[config.mk]
export PLATFORM = sky130hd
export DESIGN_NAME = conv_mac_accum_flat
export DESIGN_NICKNAME = d
export VERILOG_FILES = /design/src/rtl/conv_mac_if.sv /design/src/rtl/conv_mac_accum.sv /design/src/flat_wrapper.sv
export SDC_FILE = /design/constraint.sdc
export NUM_CORES = 1
export LEC_CHECK = 0
export BUFFER_PORTS_ARGS = -buffer_cell sky130_fd_sc_hd__buf_2
export CORE_ASPECT_RATIO = 0.75
export CORE_MARGIN = 2
export CORE_UTILIZATION = 46
export DETAILED_ROUTE_END_ITERATION = 8
export PLACE_DENSITY_LB_ADDON = 0.05
export SLEW_MARGIN = 20
export SYNTH_ARGS = -nofsm -noshare
export SYNTH_HDL_FRONTEND = slang
export SYNTH_SLANG_ARGS = --single-unit
[constraint.sdc]
create_clock -name clk -period 7.3 [get_ports clk]
set_clock_uncertainty 0.05 [all_clocks]
set_input_delay 0.365 -clock clk [delete_from_list [all_inputs] [get_ports clk]]
set_output_delay 0.365 -clock clk [all_outputs]
set_load 0.02 [all_outputs]
[src/rtl/conv_mac_if.sv]
// Product-in / result-out bundle between the multiplier, the window accumulator and its consumer.
interface conv_mac_if;
    logic        clr;
    logic [15:0] prod_in;
    logic        in_valid;
    logic        in_ready;
    logic [15:0] bias;
    logic [15:0] sum_out;
    logic        sat_flag;
    logic        out_valid;
    logic        out_ready;

    modport master (
        output clr, prod_in, in_valid, bias, out_ready,
        input  in_ready, sum_out, sat_flag, out_valid
    );

    modport slave (
        input  clr, prod_in, in_valid, bias, out_ready,
        output in_ready, sum_out, sat_flag, out_valid
    );
endinterface

[src/rtl/conv_mac_accum.sv]
// Accumulates KERNEL_N signed products onto a bias and emits the 16-bit saturated window sum.
// Optional build macro CONV_MAC_RELU_EN applies ReLU after saturation.
module conv_mac_accum #(
    parameter int KERNEL_N = 25,
    parameter int ACC_W    = 24
) (
    input  logic       clk,
    input  logic       rst,
    conv_mac_if.slave  bus
);
    localparam int CNT_W = $clog2(KERNEL_N + 1);
    localparam logic [CNT_W-1:0]        LAST_CNT = CNT_W'(KERNEL_N - 1);
    localparam logic signed [ACC_W-1:0] POS_LIM  = ACC_W'(32767);
    localparam logic signed [ACC_W-1:0] NEG_LIM  = ~POS_LIM;

    typedef enum logic {S_ACC, S_OUT} state_t;

    state_t                    state_q, state_d;
    logic [CNT_W-1:0]          cnt_q, cnt_d;
    logic signed [ACC_W-1:0]   acc_q, acc_d;
    logic [15:0]               sum_q, sum_d;
    logic                      sat_q, sat_d;
    logic                      out_valid_q, out_valid_d;

    logic                      beat;
    logic signed [ACC_W-1:0]   acc_base;
    logic signed [ACC_W-1:0]   acc_sum;
    logic [15:0]               res_val;
    logic                      res_sat;

    assign bus.in_ready  = (state_q == S_ACC);
    assign bus.sum_out   = sum_q;
    assign bus.sat_flag  = sat_q;
    assign bus.out_valid = out_valid_q;

    assign beat     = bus.in_valid && (state_q == S_ACC);
    // First beat of a window seeds the accumulator with the bias instead of the stale sum.
    assign acc_base = (cnt_q == '0) ? {{(ACC_W-16){bus.bias[15]}}, bus.bias} : acc_q;
    assign acc_sum  = acc_base + {{(ACC_W-16){bus.prod_in[15]}}, bus.prod_in};

    always_comb begin
        res_val = acc_sum[15:0];
        res_sat = 1'b0;
        if (acc_sum > POS_LIM) begin
            res_val = 16'h7fff;
            res_sat = 1'b1;
        end else if (acc_sum < NEG_LIM) begin
            res_val = 16'h8000;
            res_sat = 1'b1;
        end
`ifdef CONV_MAC_RELU_EN
        // sat_flag keeps reporting 16-bit clipping only; ReLU does not touch it.
        if (res_val[15]) begin
            res_val = 16'h0000;
        end
`endif
    end

    always_comb begin
        state_d     = state_q;
        cnt_d       = cnt_q;
        acc_d       = acc_q;
        sum_d       = sum_q;
        sat_d       = sat_q;
        out_valid_d = out_valid_q;
        if (bus.clr) begin
            state_d     = S_ACC;
            cnt_d       = '0;
            acc_d       = '0;
            out_valid_d = 1'b0;
        end else begin
            case (state_q)
                S_ACC: begin
                    if (beat) begin
                        acc_d = acc_sum;
                        if (cnt_q == LAST_CNT) begin
                            sum_d       = res_val;
                            sat_d       = res_sat;
                            out_valid_d = 1'b1;
                            cnt_d       = '0;
                            state_d     = S_OUT;
                        end else begin
                            cnt_d = cnt_q + 1'b1;
                        end
                    end
                end
                S_OUT: begin
                    if (bus.out_ready) begin
                        out_valid_d = 1'b0;
                        state_d     = S_ACC;
                    end
                end
                default: state_d = S_ACC;
            endcase
        end
    end

    always_ff @(posedge clk) begin
        if (rst) begin
            state_q     <= S_ACC;
            cnt_q       <= '0;
            acc_q       <= '0;
            sum_q       <= '0;
            sat_q       <= 1'b0;
            out_valid_q <= 1'b0;
        end else begin
            state_q     <= state_d;
            cnt_q       <= cnt_d;
            acc_q       <= acc_d;
            sum_q       <= sum_d;
            sat_q       <= sat_d;
            out_valid_q <= out_valid_d;
        end
    end
endmodule

[src/flat_wrapper.sv]
// flat-port wrapper written by rule: the top's interface ports become plain ports
module conv_mac_accum_flat 
#(
    parameter int KERNEL_N = 25,
    parameter int ACC_W    = 24
)
  (clk, rst, bus_clr, bus_prod_in, bus_in_valid, bus_bias, bus_out_ready, bus_in_ready, bus_sum_out, bus_sat_flag, bus_out_valid);
  conv_mac_if bus_i ();
  input  logic clk;
  input  logic rst;
  input wire logic [$bits(bus_i.clr)-1:0] bus_clr;
  input wire logic [$bits(bus_i.prod_in)-1:0] bus_prod_in;
  input wire logic [$bits(bus_i.in_valid)-1:0] bus_in_valid;
  input wire logic [$bits(bus_i.bias)-1:0] bus_bias;
  input wire logic [$bits(bus_i.out_ready)-1:0] bus_out_ready;
  output wire logic [$bits(bus_i.in_ready)-1:0] bus_in_ready;
  output wire logic [$bits(bus_i.sum_out)-1:0] bus_sum_out;
  output wire logic [$bits(bus_i.sat_flag)-1:0] bus_sat_flag;
  output wire logic [$bits(bus_i.out_valid)-1:0] bus_out_valid;
  assign bus_i.clr = bus_clr;
  assign bus_i.prod_in = bus_prod_in;
  assign bus_i.in_valid = bus_in_valid;
  assign bus_i.bias = bus_bias;
  assign bus_i.out_ready = bus_out_ready;
  assign bus_in_ready = bus_i.in_ready;
  assign bus_sum_out = bus_i.sum_out;
  assign bus_sat_flag = bus_i.sat_flag;
  assign bus_out_valid = bus_i.out_valid;
  conv_mac_accum #(.KERNEL_N(KERNEL_N), .ACC_W(ACC_W)) u_core (.clk(clk), .rst(rst), .bus(bus_i));
endmodule
==> impl_results.rst, run 1 <==
.. list-table::
   :header-rows: 1

   * - Metric
     - Value
   * - Initial standard-cell utilization of the core
     - 0.4810
   * - Leading cell type in the layout, fill and taps excluded
     - sky130_fd_sc_hd__nand2_1
   * - Sum of net half-perimeters after detailed placement
     - 7.299 mm
   * - Design Area, Final
     - between 3000 and 4000 µm²
   * - Post-route DRC
     - 0
   * - Number of DRC violations after detailed-routing iteration 0
     - ~220
   * - Final clock period utilization by the worst path
     - 0.7372
   * - # clock sinks
     - 48
   * - Unrepaired setup endpoints after global routing
     - false
   * - Result of the run
     - complete, no violations
   * - Delay of the slowest critical-path stage
     - roughly 0.74 ns
   * - Number of standard cells in the layout, taps in and fillers out
     - between 600 and 700
   * - Async SR Flop Fraction
     - 0
   * - Fill cell instance count of the final layout
     - 768
   * - Final routed wire length divided by cell count
     - between 15 and 20 µm
   * - Source-to-sink clock delay at the later pin of the worst-skew pair
     - 0.31 ns
   * - Sequential cell area fraction in the yosys report
     - 0.2688
   * - Row cnt
     - 27
   * - Number of warning messages in the yosys log
     - 0
   * - Count of placed standard cells including taps
     - around 620
   * - Setup violations, final
     - 0
   * - Maximum achievable frequency
     - between 0.15 and 0.2 GHz
   * - Worst Path Arrival
     - around 5.5 ns
   * - Number of enable-type register cells in the synthesized netlist
     - 0
   * - Maximum number of pins on one net before global-route repair
     - 34
   * - Slew at the pin with the worst max-slew slack
     - approximately 1.1 ns
   * - Simple-gate share of the synthesized area
     - 0.2965
   * - Clock tree from TritonCTS
     - yes
   * - Multiplexer share of the synthesized area
     - 0.003150
   * - Number of buffers on the longest clock path
     - 2
   * - Critical Path End Type
     - flop
   * - Main synth FF type
     - sky130_fd_sc_hd__dfxtp_1
   * - Cell mode on critical path
     - sky130_fd_sc_hd__nand2_1
   * - Antenna violations before repair
     - 0
   * - Synth Area in Compound Gates
     - 0.2461
   * - Flops & latches, synth
     - 48
   * - Cells after synthesis
     - between 400 and 500
   * - Final WL
     - 9.598 mm
   * - Placeable Area
     - 7432 µm²
   * - Tightest Hold Check Type
     - input port to flop
   * - Syn_nets
     - ~550
   * - Area added between synthesis and finish
     - 11.41%
   * - CTS clk-pin slew, worst paths
     - about 0.1 ns
   * - Synth unique cells
     - 64
   * - Fin. Hold Viols
     - 0
   * - Area of the mapped netlist
     - ~3600 µm²
   * - Largest family of logic cells by synthesized area
     - simple AND/OR/NAND/NOR gates
   * - Final worst slack
     - roughly 1.9 ns
   * - # resized after CTS
     - 0
   * - Cts bufs inserted
     - 5
   * - Post-route minimum period
     - roughly 5.4 ns
   * - Synth Area per Inst
     - roughly 7.4 µm²
   * - Total power consumption of the routed design
     - 703.5 µW
   * - Overall die area
     - 8500 µm²
   * - Grt ovf
     - 0
   * - Total global-route track usage
     - 0.2387
   * - Total via count after detailed routing
     - ~3.5k
   * - Total inserted antenna cells
     - 0
   * - Critical path, cell by cell
     - inv_1, ha_1, nor2b_1, nand2_1, nand2_1, nand2_1, ha_1, fa_1, a211oi_1, o21ai_1, o2111a_1, a211oi_2, a2111oi_0, a311oi_1, nor2_1, a21oi_2, o32ai_1
   * - Critical-path maximum fanout
     - 24
   * - Die Span Y
     - about 80 µm
   * - Top Ports
     - 56
   * - Detailed-routing iteration count for the pre-antenna-repair pass
     - 6
   * - Type of the worst setup path
     - flop to flop
   * - Post-synthesis adder-cell area fraction
     - 0.09310
   * - Port buffer count
     - 55
   * - CTS Root Cell
     - sky130_fd_sc_hd__clkbuf_8
   * - Kind of start point of the critical path
     - flop
   * - Slowest-stage cell, CP
     - sky130_fd_sc_hd__a21oi_2
   * - Final layout net count
     - roughly 590
   * - Fin Hold WS
     - 0.2940 ns
   * - Post-synthesis xor/xnor area fraction
     - 0.05145
   * - Worst rel slew slack
     - 0.2884
   * - H-tree levels
     - 2
   * - Ratio of cells with drive above 1 in the final layout
     - 0.1770
   * - # Post-CTS Setup Buffers
     - 0
   * - Post-layout utilization of the core
     - 0.5359
   * - Reported leakage power
     - between 1.5 and 2 nW
   * - Number of global-route vias before repair
     - 3431
   * - Setup Total Neg Slack
     - 0 ns
   * - Max IR drop VDD
     - around 0.087 mV
   * - Post-CTS Hold Buffers
     - 0
   * - Commonest cells after routing, fill and taps aside
     - sky130_fd_sc_hd__nand2_1 (130), sky130_fd_sc_hd__nor2_1 (62), sky130_fd_sc_hd__buf_2 (55), sky130_fd_sc_hd__dfxtp_1 (48), sky130_fd_sc_hd__a21oi_1 (43)
   * - Via density
     - ~5.6
   * - Die W
     - 105.8 µm
   * - GPL Wtd Cong
     - ~0.94
   * - Required time at the worst-slack endpoint
     - between 7 and 8 ns
   * - Remaining antenna violation count after routing
     - 0
   * - Power per unit of standard cell area
     - 176.7 nW/µm²
   * - Max-slew violation count
     - 0
   * - Placed inst area
     - 3889 µm²
   * - Wire length of the first global-routing pass
     - 16.24 mm
   * - DP Worst Slack
     - roughly 1.9 ns
   * - Max-capacitance violation count
     - 0
## synthesized netlist by cell type (3+ instances only)
master                     count  area share
sky130_fd_sc_hd__o32ai_2      10       0.046
sky130_fd_sc_hd__nor2_1       62       0.065
sky130_fd_sc_hd__clkbuf_1     11       0.012
sky130_fd_sc_hd__o21ai_0      11       0.015
sky130_fd_sc_hd__xnor2_1      11       0.027
sky130_fd_sc_hd__ha_1         25       0.088
sky130_fd_sc_hd__o32ai_1       6       0.015
sky130_fd_sc_hd__a21oi_1      43       0.060
sky130_fd_sc_hd__nand4_1       9       0.016
sky130_fd_sc_hd__nand2_1     130        0.14
sky130_fd_sc_hd__inv_1        11       0.012
sky130_fd_sc_hd__nand3_1       8       0.011
sky130_fd_sc_hd__a21o_1        7       0.015
sky130_fd_sc_hd__dfxtp_1      48        0.27
sky130_fd_sc_hd__o21a_1        4      0.0084
sky130_fd_sc_hd__nand2b_1      4      0.0070
sky130_fd_sc_hd__xor2_1       10       0.025
sky130_fd_sc_hd__nor3_1        7      0.0098
sky130_fd_sc_hd__a211oi_1      6       0.013
sky130_fd_sc_hd__nor2b_1       3      0.0053
sky130_fd_sc_hd__buf_6         3      0.0094
## sequential cells by signal, indices dropped and copies added (netlist names)
name                  flops
u_core.cnt_q              5
u_core.bus.out_valid      1
u_core.bus.sat_flag       1
u_core.bus.sum_out       16
u_core.acc_q             24
u_core.state_q            1
## worst max-delay path: cells and delay by family, from the launching register on
| kind | cells | cell delay [ns] |
|---|---|---|
| compound gates | 8 | 2.74 |
| fa+ha+maj | 3 | 0.78 |
| buf+inv | 1 | 0.07 |
| flops | 1 | 0.36 |
| simple gates | 5 | 1.20 |
## path summary, 6_finish.rpt
path,from,depth (start not counted),end,slack [ns]
worst max-delay path,u_core.cnt_q[0],17,u_core.bus.sum_out[7],1.92
worst min-delay path,bus_out_ready,3,u_core.state_q,0.29
worst max register to register,u_core.cnt_q[0],17,u_core.bus.sum_out[7],1.92
worst min register to register,u_core.acc_q[3],2,u_core.acc_q[3],0.41
## where the power goes
group	leakage, nW	internal (mW)	switching [mW]	total (mW)
Clock	0.0445	0.0771	0.0893	0.166
Combinational	1.28	0.0994	0.163	0.262
Sequential	0.389	0.270	0.00468	0.275
Total	1.71	0.447	0.257	0.704
## area by class of cell
| type | count | area [µm²] | share of cell area |
|---|---|---|---|
| inverters | 11 | 41.29 | 0.01037 |
| well taps | 101 | 126.4 | 0.03173 |
| repair buffers | 57 | 290.3 | 0.07289 |
| multi-input cells | 407 | 2470 | 0.6202 |
| clock inverters | 1 | 7.507 | 0.001885 |
| flip-flops and latches | 48 | 960.9 | 0.2413 |
| clock buffers | 7 | 86.33 | 0.02168 |
## per-layer routing
metal  share of wire  wire length, µm  vias up  track usage
met3           0.068              648        9      0.04302
met2            0.44             4204      103       0.3839
met1            0.49             4672     1621       0.3361
met4          0.0075               72        0      0.04737
li1                -                -     1789            -
met5               0                0        -            0
## logic make-up after synthesis
logic type | count (synthesis)
flip-flops | 48
AO/OA/AOI/OAI | 117
AND/OR/NAND/NOR | 242
buffers and inverters | 30
XOR/XNOR | 21
adder cells (fa/ha/maj) | 26
multiplexers | 1
Power figures use the tool's default switching activity.
==> inputs of run 2 (changes only) <==
==> constraint.sdc (replaced) <==
create_clock -name clk -period 4.9 [get_ports clk]
set_clock_uncertainty 0.05 [all_clocks]
set_input_delay 0.245 -clock clk [delete_from_list [all_inputs] [get_ports clk]]
set_output_delay 0.245 -clock clk [all_outputs]
set_load 0.02 [all_outputs]
==> impl_results.rst, run 2 (synthesized netlist as in run 1, its figures left out) <==
.. list-table::
   :header-rows: 1

   * - Metric
     - Value
   * - Result of the run
     - complete, no violations
   * - Flip-flop count of the largest register, all copies and words added
     - 24 (unchanged)
   * - Grt ovf
     - 0 (unchanged)
   * - Slew at the pin with the worst max-slew slack
     - 1.064 ns (-0.001124 ns)
   * - Required time at the worst-slack endpoint
     - 5.03 ns (-2.37 ns)
   * - Source-to-sink clock delay at the later pin of the worst-skew pair
     - 0.31 ns (about the same)
   * - Die Span Y
     - 80.35 µm (unchanged)
   * - Setup violations, final
     - 0 (unchanged)
   * - Detailed-routing iteration count for the pre-antenna-repair pass
     - 5 (-1)
   * - Max-capacitance violation count
     - 0 (unchanged)
   * - Maximum achievable frequency
     - 0.2194 GHz (+18%)
   * - Unrepaired setup endpoints after global routing
     - false
   * - Placeable Area
     - 7432 µm² (unchanged)
   * - Post-route DRC
     - 0 (unchanged)
   * - Top Ports
     - 56 (unchanged)
   * - CTS Root Cell
     - sky130_fd_sc_hd__clkbuf_8
   * - CP startpoint
     - u_core.cnt_q[0]
   * - Kind of start point of the critical path
     - flop
   * - Final layout net count
     - 598 (+0.84%)
   * - Startpoint of the most critical hold path
     - bus_out_ready
   * - Buffers & Inverters on Critical Path
     - 3 (+2)
   * - Worst rel slew slack
     - 0.2891 (+0.0007520)
   * - Cell mode on critical path
     - sky130_fd_sc_hd__nand2_1
   * - Port buffer count
     - 55 (unchanged)
   * - Critical Path End Type
     - flop
   * - Commonest cells after routing, fill and taps aside
     - sky130_fd_sc_hd__nand2_1 (130), sky130_fd_sc_hd__nor2_1 (62), sky130_fd_sc_hd__buf_2 (55), sky130_fd_sc_hd__dfxtp_1 (48), sky130_fd_sc_hd__a21oi_1 (43)
   * - Tightest Hold Check Type
     - input port to flop
   * - Number of DRC violations after detailed-routing iteration 0
     - 217 (-2.3%)
   * - CTS clk-pin slew, worst paths
     - 0.10 ns (about the same)
   * - Antenna violations before repair
     - 0 (unchanged)
   * - DP Worst Slack
     - 0.2852 ns (-1.577 ns)
   * - Maximum number of pins on one net before global-route repair
     - 34 (unchanged)
   * - Sum of net half-perimeters after detailed placement
     - 7.193 mm (-1.4%)
   * - Total global-route track usage
     - 0.2331 (-0.005546)
   * - Crit path max-delay family
     - compound AO/OA/AOI/OAI gates
   * - Clock tree from TritonCTS
     - yes
   * - Remaining antenna violation count after routing
     - 0 (unchanged)
   * - Final WL
     - 9.505 mm (-0.97%)
   * - Final worst slack
     - 0.3428 ns (-1.576 ns)
   * - Reg2reg start
     - u_core.cnt_q[0]
   * - Max-slew violation count
     - 0 (unchanged)
   * - Cts bufs inserted
     - 5 (unchanged)
   * - Total inserted antenna cells
     - 0 (unchanged)
   * - Number of buffers on the longest clock path
     - 2 (unchanged)
   * - Final clock period utilization by the worst path
     - 0.9300 (+0.1929)
   * - Leading cell type in the layout, fill and taps excluded
     - sky130_fd_sc_hd__nand2_1
   * - Final routed wire length divided by cell count
     - 14.92 µm (-1.7%)
   * - Post-route minimum period
     - 4.557 ns (-0.8241 ns)
   * - Reported leakage power
     - 1.746 nW (+2.0%)
   * - GPL Wtd Cong
     - 0.8612 (-8.1%)
   * - Number of global-route vias before repair
     - 3268 (-4.8%)
   * - Fin. Hold Viols
     - 0 (unchanged)
   * - Row cnt
     - 27 (unchanged)
   * - Via density
     - 5.523 (-0.90%)
   * - Initial standard-cell utilization of the core
     - 0.4810 (unchanged)
   * - Wire length of the first global-routing pass
     - 15.83 mm (-2.5%)
   * - Max IR drop VDD
     - 0.1437 mV (+65%)
   * - Top register by number of flip-flops
     - u_core.acc_q
   * - Type of the worst setup path
     - flop to flop
   * - # Post-CTS Setup Buffers
     - 0 (unchanged)
   * - Overall die area
     - 8500 µm² (unchanged)
   * - Area added between synthesis and finish
     - 12.88%
   * - # clock sinks
     - 48 (unchanged)
   * - Total via count after detailed routing
     - 3518 (-0.11%)
   * - Delay of the slowest critical-path stage
     - 0.44 ns (-0.30 ns)
   * - Setup Total Neg Slack
     - 0 ns (unchanged)
   * - Ratio of cells with drive above 1 in the final layout
     - 0.1903 (+0.01327)
   * - # resized after CTS
     - 0 (unchanged)
   * - Slowest-stage cell, CP
     - sky130_fd_sc_hd__a211oi_2
   * - Post-CTS Hold Buffers
     - 0 (unchanged)
   * - Worst Path Arrival
     - 4.69 ns (-0.79 ns)
   * - H-tree levels
     - 2 (unchanged)
   * - Die W
     - 105.8 µm (unchanged)
   * - Power per unit of standard cell area
     - 265.9 nW/µm² (+51%)
   * - Critical path, cell by cell
     - inv_1, ha_1, nor2b_1, nand2_1, buf_4, nand2_1, nand2_1, ha_1, fa_1, a211oi_1, o21ai_1, o2111a_1, a211oi_2, a21o_1, xor2_1, nand4_1, o21ai_2, buf_4, o32ai_1
   * - Critical-path maximum fanout
     - 24 (unchanged)
## run 2: area by class of cell
class	count	area [µm²]
fillers	753	3397
multi-input cells	407	2482
flip-flops and latches	48	960.9
repair buffers	62	327.8
well taps	101	126.4
clock buffers	6	82.58
inverters	11	41.29
clock inverters	2	13.76
## run 2: through the flow
stage	util	hold WS (ns)	cells	total power, mW	area (µm²)
floorplan	-	0.3768	485	0.7148	3575
global placement	0.5283	0.3922	629	0.8103	3926
detailed placement	0.5283	0.3969	629	0.8109	3926
CTS	0.5412	0.1566	637	1.072	4023
global route	0.5429	0.1914	637	1.143	4035
finish	0.5429	0.1623	637	1.073	4035
## run 2: report_power, final
| group | internal [mW] | switching, mW | total [mW] |
|---|---|---|---|
| clock | 0.116 | 0.146 | 0.261 |
| combinational | 0.156 | 0.246 | 0.402 |
| sequential | 0.403 | 0.00668 | 0.409 |
## run 2: path summary, 6_finish.rpt
path,endpoint,slack (ns),depth (start not counted)
max,u_core.bus.sum_out[11],0.34,19
min,u_core.state_q,0.16,3
max reg2reg,u_core.bus.sum_out[11],0.34,19
min reg2reg,u_core.acc_q[6],0.41,2
## run 2: tightest hold or removal path: stages
cell and delay [ns]:
sky130_fd_sc_hd__buf_2 0.08, sky130_fd_sc_hd__nand2b_1 0.09, sky130_fd_sc_hd__a21oi_1 0.06
## run 2: per-layer routing
metal / share of wire / up-vias / track usage
li1: - / 1802 / -
met1: 0.51 / 1620 / 0.3378
met2: 0.42 / 89 / 0.3690
met3: 0.059 / 7 / 0.03328
met4: 0.0076 / 0 / 0.04737
met5: 0 / - / 0
==> inputs of run 3 (changes only) <==
==> constraint.sdc (replaced) <==
create_clock -name clk -period 5.3 [get_ports clk]
set_clock_uncertainty 0.05 [all_clocks]
set_input_delay 0.265 -clock clk [delete_from_list [all_inputs] [get_ports clk]]
set_output_delay 0.265 -clock clk [all_outputs]
set_load 0.02 [all_outputs]
==> impl_results.rst, run 3 (synthesized netlist as in run 1, its figures left out) <==
.. list-table::
   :header-rows: 1

   * - Metric
     - Value
   * - Final WL
     - 9.344 mm (-1.7%)
   * - Unrepaired setup endpoints after global routing
     - false
   * - H-tree levels
     - 2 (unchanged)
   * - Power per unit of standard cell area
     - 249.4 nW/µm² (-6.2%)
   * - CTS clk-pin slew, worst paths
     - 0.09 ns (about the same)
   * - Final routed wire length divided by cell count
     - 14.67 µm (-1.7%)
   * - Remaining antenna violation count after routing
     - 0 (unchanged)
   * - Type of the worst setup path
     - flop to flop
   * - GPL Wtd Cong
     - 0.9293 (+7.9%)
   * - Setup violations, final
     - 0 (unchanged)
   * - Source-to-sink clock delay at the later pin of the worst-skew pair
     - 0.30 ns (about the same)
   * - Final clock period utilization by the worst path
     - 0.9066 (-0.02341)
   * - Critical-path maximum fanout
     - 15 (-38%)
   * - Kind of start point of the critical path
     - flop
   * - Number of buffers on the longest clock path
     - 2 (unchanged)
   * - Final worst slack
     - 0.4949 ns (+0.1520 ns)
   * - Combinational share of power
     - 0.368 (-0.007)
   * - Placeable Area
     - 7432 µm² (unchanged)
   * - Maximum number of pins on one net before global-route repair
     - 34 (unchanged)
   * - Die W
     - 105.8 µm (unchanged)
   * - Tightest Hold Check Type
     - input port to flop
   * - Row cnt
     - 27 (unchanged)
   * - Max-capacitance violation count
     - 0 (unchanged)
   * - Top Ports
     - 56 (unchanged)
   * - Post-route minimum period
     - 4.805 ns (+0.2480 ns)
   * - Fraction of power consumed by sequential logic
     - 0.375 (-0.006)
   * - Wire length of the first global-routing pass
     - 15.17 mm (-4.1%)
   * - # Post-CTS Setup Buffers
     - 0 (unchanged)
   * - Number of global-route vias before repair
     - 3138 (-4.0%)
   * - CTS Root Cell
     - sky130_fd_sc_hd__clkbuf_8
   * - Met1 usage
     - 0.3268 (-0.01098)
   * - Worst Path Arrival
     - 4.91 ns (+0.22 ns)
   * - Commonest cells after routing, fill and taps aside
     - sky130_fd_sc_hd__nand2_1 (130), sky130_fd_sc_hd__nor2_1 (62), sky130_fd_sc_hd__buf_2 (55), sky130_fd_sc_hd__dfxtp_1 (48), sky130_fd_sc_hd__a21oi_1 (43)
   * - Ratio of cells with drive above 1 in the final layout
     - 0.1847 (-0.005597)
   * - Total global-route track usage
     - 0.2244 (-0.008713)
   * - Met3 layer usage reported by global route
     - 0.03328 (unchanged)
   * - Maximum achievable frequency
     - 0.2081 GHz (-5.2%)
   * - Area added between synthesis and finish
     - 13.06%
   * - Number of DRC violations after detailed-routing iteration 0
     - 172 (-21%)
   * - Max IR drop VDD
     - 0.1315 mV (-8.5%)
   * - Max-slew violation count
     - 0 (unchanged)
   * - Fin. Hold Viols
     - 0 (unchanged)
   * - Flip-flop count of the largest register, all copies and words added
     - 24 (unchanged)
   * - Leading cell type in the layout, fill and taps excluded
     - sky130_fd_sc_hd__nand2_1
   * - Post-route DRC
     - 0 (unchanged)
   * - Reported leakage power
     - 1.750 nW (+0.25%)
   * - Worst rel slew slack
     - 0.3105 (+0.02138)
   * - Switching Fraction
     - 0.3513 (-0.02001)
   * - Result of the run
     - complete, no violations
   * - Detailed-routing iteration count for the pre-antenna-repair pass
     - 4 (-1)
   * - Setup Total Neg Slack
     - 0 ns (unchanged)
   * - Port buffer count
     - 55 (unchanged)
   * - Total inserted antenna cells
     - 0 (unchanged)
   * - Critical Path End Type
     - flop
   * - Cts bufs inserted
     - 5 (unchanged)
   * - Global-route met2 utilization
     - 0.3503 (-0.01871)
   * - Initial standard-cell utilization of the core
     - 0.4810 (unchanged)
   * - Die Span Y
     - 80.35 µm (unchanged)
   * - Clock group share of total power
     - 0.257 (+0.013)
   * - # clock sinks
     - 48 (unchanged)
   * - Top register by number of flip-flops
     - u_core.acc_q
   * - Internal power summed over all cells
     - 653.7 µW (-3.1%)
   * - Slew at the pin with the worst max-slew slack
     - 1.032 ns (-0.03200 ns)
   * - Via density
     - 5.513 (-0.17%)
   * - Switching power
     - 354.0 µW (-11%)
   * - Required time at the worst-slack endpoint
     - 5.40 ns (+0.37 ns)
   * - Antenna violations before repair
     - 0 (unchanged)
   * - Total via count after detailed routing
     - 3512 (-0.17%)
   * - Final layout net count
     - 598 (unchanged)
   * - Sum of net half-perimeters after detailed placement
     - 7.167 mm (-0.36%)
   * - Grt ovf
     - 0 (unchanged)
   * - Fin Hold WS
     - 0.1929 ns (+0.03059 ns)
   * - Most heavily used metal layer in global routing
     - met2
   * - Clock tree from TritonCTS
     - yes
   * - DP Worst Slack
     - 0.2988 ns (+0.01360 ns)
   * - Overall die area
     - 8500 µm² (unchanged)
[run 3: metrics by stage]
| stage | std cells | power, mW | area (µm²) | util |
|---|---|---|---|---|
| floorplan | 485 | 0.6608 | 3575 | - |
| global placement | 629 | 0.7494 | 3926 | 0.5283 |
| detailed placement | 629 | 0.7495 | 3926 | 0.5283 |
| CTS | 637 | 1.010 | 4034 | 0.5428 |
| global route | 637 | 1.071 | 4041 | 0.5438 |
| finish | 637 | 1.008 | 4041 | 0.5438 |
[run 3: worst paths after layout]
kind | startpoint | to | slack, ns | cells after the start
hold reg to reg | u_core.acc_q[9] | u_core.acc_q[9] | 0.41 | 2
setup reg to reg | u_core.cnt_q[0] | u_core.bus.sum_out[8] | 0.49 | 17
setup / recovery | u_core.cnt_q[0] | u_core.bus.sum_out[8] | 0.49 | 17
hold / removal | bus_out_ready | u_core.state_q | 0.19 | 3
[run 3: critical path: stages, from the launching register on]
cell and delay [ns]:
sky130_fd_sc_hd__dfxtp_1 0.35, sky130_fd_sc_hd__inv_1 0.07, sky130_fd_sc_hd__ha_1 0.14, sky130_fd_sc_hd__nor2b_1 0.16
sky130_fd_sc_hd__nand2_1 0.40, sky130_fd_sc_hd__nand2_1 0.19, sky130_fd_sc_hd__nand2_1 0.07, sky130_fd_sc_hd__ha_1 0.20
sky130_fd_sc_hd__fa_1 0.42, sky130_fd_sc_hd__a211oi_1 0.23, sky130_fd_sc_hd__o21ai_1 0.18, sky130_fd_sc_hd__o2111a_1 0.31
sky130_fd_sc_hd__a211oi_2 0.36, sky130_fd_sc_hd__a2111oi_0 0.17, sky130_fd_sc_hd__a311oi_1 0.47, sky130_fd_sc_hd__nor2_1 0.17
sky130_fd_sc_hd__a21oi_4 0.53, sky130_fd_sc_hd__o32ai_1 0.18
[run 3: cell type report]
cell class	count	area, µm²
Sequential cell	48	960.9
Fill cell	759	3391
Clock inverter	2	35.03
Clock buffer	6	72.57
Multi-Input combinational cell	407	2477
Timing Repair Buffer	62	327.8
Inverter	11	41.29
Tap cell	101	126.4
[run 3: power by group through the flow]
stage | clock network, mW | registers [mW] | logic, mW
6_report | 0.259 | 0.378 | 0.370
5_1_grt | 0.281 | 0.380 | 0.411
4_1_cts | 0.267 | 0.378 | 0.365
3_5_place_dp | 0 | 0.387 | 0.363
3_3_place_gp | 0 | 0.387 | 0.363
2_1_floorplan | 0 | 0.385 | 0.276
[run 3: timing repair]
| action | in CTS | in global routing |
|---|---|---|
| endpoints found under the setup margin | 0 | 15 |
| hold endpoints to repair | 0 | 0 |
| resized for setup | 0 | 1 |
| hold buffers | 0 | 0 |
[run 3: layer usage]
layer	vias up	part of all wire
li1	1806	-
met1	1617	0.50
met3	6	0.065
met5	-	0
met2	83	0.43
met4	0	0.0070
